## src/rtl/rsa_crypt_pkg.sv

```systemverilog
// Shared definitions for the RSA modular-exponentiation engine:
// operand width helper and controller state encoding.
package rsa_crypt_pkg;

  // Key, modulus and text are twice the prime width.
  function automatic int key_w(input int width);
    return 2 * width;
  endfunction

  typedef enum logic [1:0] {
    S_IDLE = 2'd0,
    S_CALC = 2'd1,
    S_OUT  = 2'd2
  } state_t;

endpackage

```

## src/rtl/rsa_crypt_if.sv

```systemverilog
// Job/result handshake between the text source/sink and the RSA engine.
interface rsa_crypt_if
  import rsa_crypt_pkg::*;
#(
  parameter int WIDTH = 4
);
  localparam int KW = key_w(WIDTH);

  logic          in_valid;
  logic          in_ready;
  logic [KW-1:0] in_text;
  logic [KW-1:0] in_key;
  logic [KW-1:0] in_n;
  logic          out_valid;
  logic [KW-1:0] out_text;

  modport master (
    output in_valid, in_text, in_key, in_n,
    input  in_ready, out_valid, out_text
  );

  modport slave (
    input  in_valid, in_text, in_key, in_n,
    output in_ready, out_valid, out_text
  );
endinterface

```

## src/rtl/rsa_crypt_modmul.sv

```systemverilog
// Combinational (a*b) mod n via shift-subtract reduction of the full product;
// result is forced to 0 when n==0.
module rsa_crypt_modmul
  import rsa_crypt_pkg::*;
#(
  parameter int WIDTH = 4
) (
  input  logic [key_w(WIDTH)-1:0] a,
  input  logic [key_w(WIDTH)-1:0] b,
  input  logic [key_w(WIDTH)-1:0] n,
  output logic [key_w(WIDTH)-1:0] r
);
  localparam int KW = key_w(WIDTH);
  localparam int PW = 2 * KW;

  logic [PW-1:0] prod;
  logic [KW:0]   rem;

  always_comb begin
    prod = PW'(a) * PW'(b);
    rem  = '0;
    // rem stays below n, so one conditional subtract per shifted bit suffices.
    for (int i = PW - 1; i >= 0; i--) begin
      rem = {rem[KW-1:0], prod[i]};
      if (rem >= {1'b0, n}) begin
        rem = rem - {1'b0, n};
      end
    end
    r = (n == '0) ? '0 : rem[KW-1:0];
  end
endmodule

```

## src/rtl/rsa_crypt.sv

```systemverilog
// RSA encrypt/decrypt engine: out_text = in_text^in_key mod in_n using
// right-to-left square-and-multiply, one exponent bit per cycle, fixed latency.
//
// state  | meaning
// S_IDLE | ready; capture operands on in_valid
// S_CALC | KEY_W square-and-multiply iterations
// S_OUT  | out_valid pulse, return to idle
module rsa_crypt
  import rsa_crypt_pkg::*;
#(
  parameter int WIDTH = 4
) (
  input  logic        clk,
  input  logic        rst,
  rsa_crypt_if.slave  bus
);
  localparam int KW = key_w(WIDTH);
  localparam int CW = $clog2(KW);

  state_t        state_q, state_d;
  logic [KW-1:0] base_q, acc_q, exp_q, n_q, out_text_q;
  logic [CW-1:0] count_q;
  logic          out_valid_q;

  logic [KW-1:0] mul_a, mul_b, sq_a, sq_b, mod_n;
  logic [KW-1:0] mul_res, sq_res, acc_next;
  logic          last_iter;

  // In idle the two reducers are borrowed for the capture-time reductions.
  always_comb begin
    mul_a = acc_q;
    mul_b = base_q;
    sq_a  = base_q;
    sq_b  = base_q;
    mod_n = n_q;
    if (state_q == S_IDLE) begin
      mul_a = KW'(1);
      mul_b = KW'(1);
      sq_a  = bus.in_text;
      sq_b  = KW'(1);
      mod_n = bus.in_n;
    end
  end

  rsa_crypt_modmul #(.WIDTH(WIDTH)) u_mul (
    .a (mul_a),
    .b (mul_b),
    .n (mod_n),
    .r (mul_res)
  );

  rsa_crypt_modmul #(.WIDTH(WIDTH)) u_sq (
    .a (sq_a),
    .b (sq_b),
    .n (mod_n),
    .r (sq_res)
  );

  assign acc_next  = exp_q[0] ? mul_res : acc_q;
  assign last_iter = (count_q == CW'(KW - 1));

  always_ff @(posedge clk or posedge rst) begin
    if (rst) begin
      state_q <= S_IDLE;
    end else begin
      state_q <= state_d;
    end
  end

  always_comb begin
    state_d = state_q;
    case (state_q)
      S_IDLE:  if (bus.in_valid) state_d = S_CALC;
      S_CALC:  if (last_iter) state_d = S_OUT;
      S_OUT:   state_d = S_IDLE;
      default: state_d = S_IDLE;
    endcase
  end

  always_ff @(posedge clk or posedge rst) begin
    if (rst) begin
      base_q      <= '0;
      acc_q       <= '0;
      exp_q       <= '0;
      n_q         <= '0;
      count_q     <= '0;
      out_text_q  <= '0;
      out_valid_q <= 1'b0;
    end else begin
      out_valid_q <= 1'b0;
      case (state_q)
        S_IDLE: begin
          if (bus.in_valid) begin
            n_q     <= bus.in_n;
            exp_q   <= bus.in_key;
            base_q  <= sq_res;
            acc_q   <= mul_res;
            count_q <= '0;
          end
        end
        S_CALC: begin
          acc_q   <= acc_next;
          base_q  <= sq_res;
          exp_q   <= exp_q >> 1;
          count_q <= count_q + CW'(1);
          if (last_iter) begin
            out_text_q  <= acc_next;
            out_valid_q <= 1'b1;
          end
        end
        default: ;
      endcase
    end
  end

  assign bus.in_ready  = (state_q == S_IDLE);
  assign bus.out_valid = out_valid_q;
  assign bus.out_text  = out_text_q;
endmodule

```

## src/flat_wrapper.sv

```systemverilog
// flat-port wrapper written by rule: the top's interface ports become plain ports
module rsa_crypt_flat import rsa_crypt_pkg::*;
#(
  parameter int WIDTH = 4
)
  (clk, rst, bus_in_valid, bus_in_text, bus_in_key, bus_in_n, bus_in_ready, bus_out_valid, bus_out_text);
  rsa_crypt_if #(.WIDTH(WIDTH)) bus_i ();
  input  logic clk;
  input  logic rst;
  input wire logic [$bits(bus_i.in_valid)-1:0] bus_in_valid;
  input wire logic [$bits(bus_i.in_text)-1:0] bus_in_text;
  input wire logic [$bits(bus_i.in_key)-1:0] bus_in_key;
  input wire logic [$bits(bus_i.in_n)-1:0] bus_in_n;
  output wire logic [$bits(bus_i.in_ready)-1:0] bus_in_ready;
  output wire logic [$bits(bus_i.out_valid)-1:0] bus_out_valid;
  output wire logic [$bits(bus_i.out_text)-1:0] bus_out_text;
  assign bus_i.in_valid = bus_in_valid;
  assign bus_i.in_text = bus_in_text;
  assign bus_i.in_key = bus_in_key;
  assign bus_i.in_n = bus_in_n;
  assign bus_in_ready = bus_i.in_ready;
  assign bus_out_valid = bus_i.out_valid;
  assign bus_out_text = bus_i.out_text;
  rsa_crypt #(.WIDTH(WIDTH)) u_core (.clk(clk), .rst(rst), .bus(bus_i));
endmodule
```

## config.mk

```make
export PLATFORM = sky130hd
export DESIGN_NAME = rsa_crypt_flat
export DESIGN_NICKNAME = d
export VERILOG_FILES = /design/src/rtl/rsa_crypt_pkg.sv /design/src/rtl/rsa_crypt_if.sv /design/src/rtl/rsa_crypt_modmul.sv /design/src/rtl/rsa_crypt.sv /design/src/flat_wrapper.sv
export SDC_FILE = /design/constraint.sdc
export NUM_CORES = 1
export LEC_CHECK = 0
export ABC_AREA = 1
export CAP_MARGIN = 20
export CORE_MARGIN = 5
export CORE_UTILIZATION = 60
export DETAILED_ROUTE_END_ITERATION = 7
export PLACE_DENSITY = 0.77
export REMOVE_ABC_BUFFERS = 1
export SETUP_SLACK_MARGIN = 0.05
export SYNTH_ARGS = -nofsm -noshare
export SYNTH_HDL_FRONTEND = slang
export SYNTH_SLANG_ARGS = --single-unit
```

## constraint.sdc

```tcl
create_clock -name clk -period 66.1 [get_ports clk]
set_input_delay 19.83 -clock clk [delete_from_list [all_inputs] [get_ports clk]]
set_output_delay 19.83 -clock clk [all_outputs]
set_load 0.02 [all_outputs]
```

==> results.md <==
* Port bufs at 36
* Mapped Area at 20000 µm²
* Antenna-violating nets left at 0
* Reg2reg path depth at 231
* Most used standard cell by instance count after synthesis: nand2_1
* RSZ-0062 raised after global routing: no
* Clk root buf: clkbuf_16
* Hold Path End: u_core.n_q[6]$_DFFE_PP0P_
* Final hold vios at 0
* Setup violators final at 0
* Peak per-stage delay on the critical path at 0.86 ns
* Die width at 192 µm
* Antenna cells at 0
* Final min period at 55.82 ns
* Share of the synthesized area in the top cell type at 19.9%
* Post-route cell area at 21000 µm²
* Post-DR wirelength/cell at 14.6 µm
* Worst Hold Depth at 2
* Post-DR vias/cell at 5.52
* Total number of vias at 19700
* Syn Area/Cell at 6.44 µm²
* Slew Limit Fails at 0
* Seq/Total Area, Yosys at 5.76%
* Worst slew pin tran at 1.02 ns
* Starting density of the core at 61.1%
* Synth unique cells at 61
* Hold buffers post-CTS at 0
* Critical register-to-register path startpoint: u_core.state_q[1]$_DFFE_PP0P_
* Drt pass-1 iters at 5
* Pin count of the biggest net entering global routing at 47
* Total track usage at 28.2%
* Core footprint at 32700 µm²
* Grt total ovfl at 0
* Crit-path max FO at 13
* Max Cap Viol at 0
* Number of global-route vias before repair at 19300
* Post-synth ARST share at 100%
* Critical Path RT at 66.35 ns
* CTS tree: built
* RR Endpoint: u_core.bus.out_text[7]$_DFFE_PP0P_
* Ys flop type: dfrtp_1
* CP arrival at 56.06 ns
* # nets final at 3570
* 1st-iter DRT viols at 1262
* Final HPWL DP at 42600 µm
* Worst-case clock buffer depth at 2
* Commonest cells post-synth: nand2_1 (738), inv_1 (602), ha_1 (318)
* TNS Setup at 0 ns
* Die Area at 37000 µm²
* Crit-path slowest cell: a221oi_1
* CP most frequent cell: a21oi_1
* WL final at 52100 µm
* R2R Setup Slk at 27.25 ns
* RePlAce Congestion at 0.956
* IO Pins at 37
* Residual DRC at 0
* Cts bufs inserted at 5
* Crit. End Element: flip-flop
* Layout cells sized above 1 at 5.09%
* Die Y at 192 µm
* Post-CTS sizing at 0
* Clk_lat worst skew at 0.30 ns
* Critical hold path startpoint: u_core.n_q[6]$_DFFE_PP0P_
* Setup Buffers After CTS at 0
* Area of placed instances at 20800 µm²
* Part of the cycle the worst path needs at 84.4%
* Yosys warns at 0
* # rows at 66
* Synth area leader: ha_1
* H-tree depth at 2
* Startpoint types: primary input
* Critical setup path kind: in2reg
* Initial antenna violation count at 0
* First-pass GRT wire length at 88200 µm
* Number of flops mapped to enable cells by yosys at 0
* Slew headroom at 31.9%
* Hold Path Class: reg2reg
* Clock sinks at 46
* Largest cells by area after synthesis: ha_1 (20%), nand2_1 (14%), inv_1 (11%)
* Clock skew at 0.00994 ns
* Fmax at 17.9 MHz
* Cells after Synth at 3100
* Status: complete, no violations
* Synthesized flop and latch total at 46
* Clock transition at the registers of the reported paths at 0.07 ns
* Synth-to-layout area growth at 5.05%
routing by layer:
metal,global-route usage [%],vias up,part of all wire [%],wire length [µm]
met1,37.2,9083,44,23000
met3,1.97,107,4.8,2500
met2,49.6,536,48,25000
li1,-,9978,-,-
met4,8.69,0,3.2,1650
met5,0,-,0,0
final cells by class:
| cell class | instances | area [µm²] |
|---|---|---|
| multi-input combinational | 2394 | 16200 |
| fill | 3052 | 11700 |
| inverter | 621 | 2330 |
| sequential | 46 | 1150 |
| tap | 442 | 553 |
| timing repair buffer | 56 | 523 |
| clock buffer | 6 | 139 |
| clock inverter | 2 | 60.1 |
worst max path at each step:
stage | startpoint | end | slack [ns] | cells after the start
5_1_grt | bus_in_text[6] | u_core.base_q[4]$_DFFE_PP0P_ | 5.99 | 236
4_1_cts | bus_in_text[6] | u_core.base_q[5]$_DFFE_PP0P_ | 10.65 | 237
2_1_floorplan | bus_in_text[7] | u_core.base_q[1]$_DFFE_PP0P_ | 13.99 | 237
3_3_place_gp | bus_in_text[6] | u_core.base_q[5]$_DFFE_PP0P_ | 12.23 | 237
6_report | bus_in_text[6] | u_core.base_q[1]$_DFFE_PP0P_ | 10.28 | 237
3_5_place_dp | bus_in_text[6] | u_core.base_q[5]$_DFFE_PP0P_ | 10.46 | 237
cell families (layout without fill, tap and decap cells):
family                     after synthesis  count (layout)  synth area share (%)
xor gates and xnor gates               178             178                  7.80
other                                    1               1                0.0188
AOI/OAI and AO/OA                      443             443                  12.5
adders and majority gates              419             419                  30.0
and+or+nand+nor                       1353            1353                  30.8
DFF                                     46              46                  5.76
buffers and inverters                  660             685                  13.0
layout by cell type, fill, tap and decap left out, drive strengths merged, types with 10 or more instances in the layout:
cell type and instances:
nand4 35, clkinv 10, dfrtp 46, a21oi 188, ha 318, fa 101, o21ai 167, or2 14
xnor2 48, xor2 130, nor3 28, inv 611, nand3 248, buf 20, clkdlybuf4s50 36, nor2 220
o21bai 32, nor4 11, nand2 780
through the flow:
stage | worst slack [ns] | util [%] | hold slack, ns | cells
2_1_floorplan | 13.99 | - | 0.448 | 3061
3_3_place_gp | 12.23 | 63.5 | 0.462 | 3558
3_5_place_dp | 10.46 | 63.5 | 0.475 | 3558
4_1_cts | 10.65 | 64.1 | 0.491 | 3566
5_1_grt | 5.99 | 64.2 | 0.504 | 3567
6_report | 10.28 | 64.2 | 0.484 | 3567
critical path, delay by kind of cell:
kind                     cells  cell delay [ns]
AO/OA/AOI/OAI               85            15.37
XOR/XNOR                     1             0.14
adder cells (fa/ha/maj)     21             6.70
AND/OR/NAND/NOR             90            10.03
buffers and inverters       40             3.89
registers in the layout (all words and copies together), names as in the netlist:
signal and cells:
u_core.n_q 8, u_core.bus.out_text 8, u_core.base_q 8, u_core.bus.out_valid 1, u_core.state_q 2, u_core.exp_q 8, u_core.count_q 3, u_core.acc_q 8
Power is not shown: default switching activity piles up to over one toggle a cycle in this logic, so the estimate is an artifact.
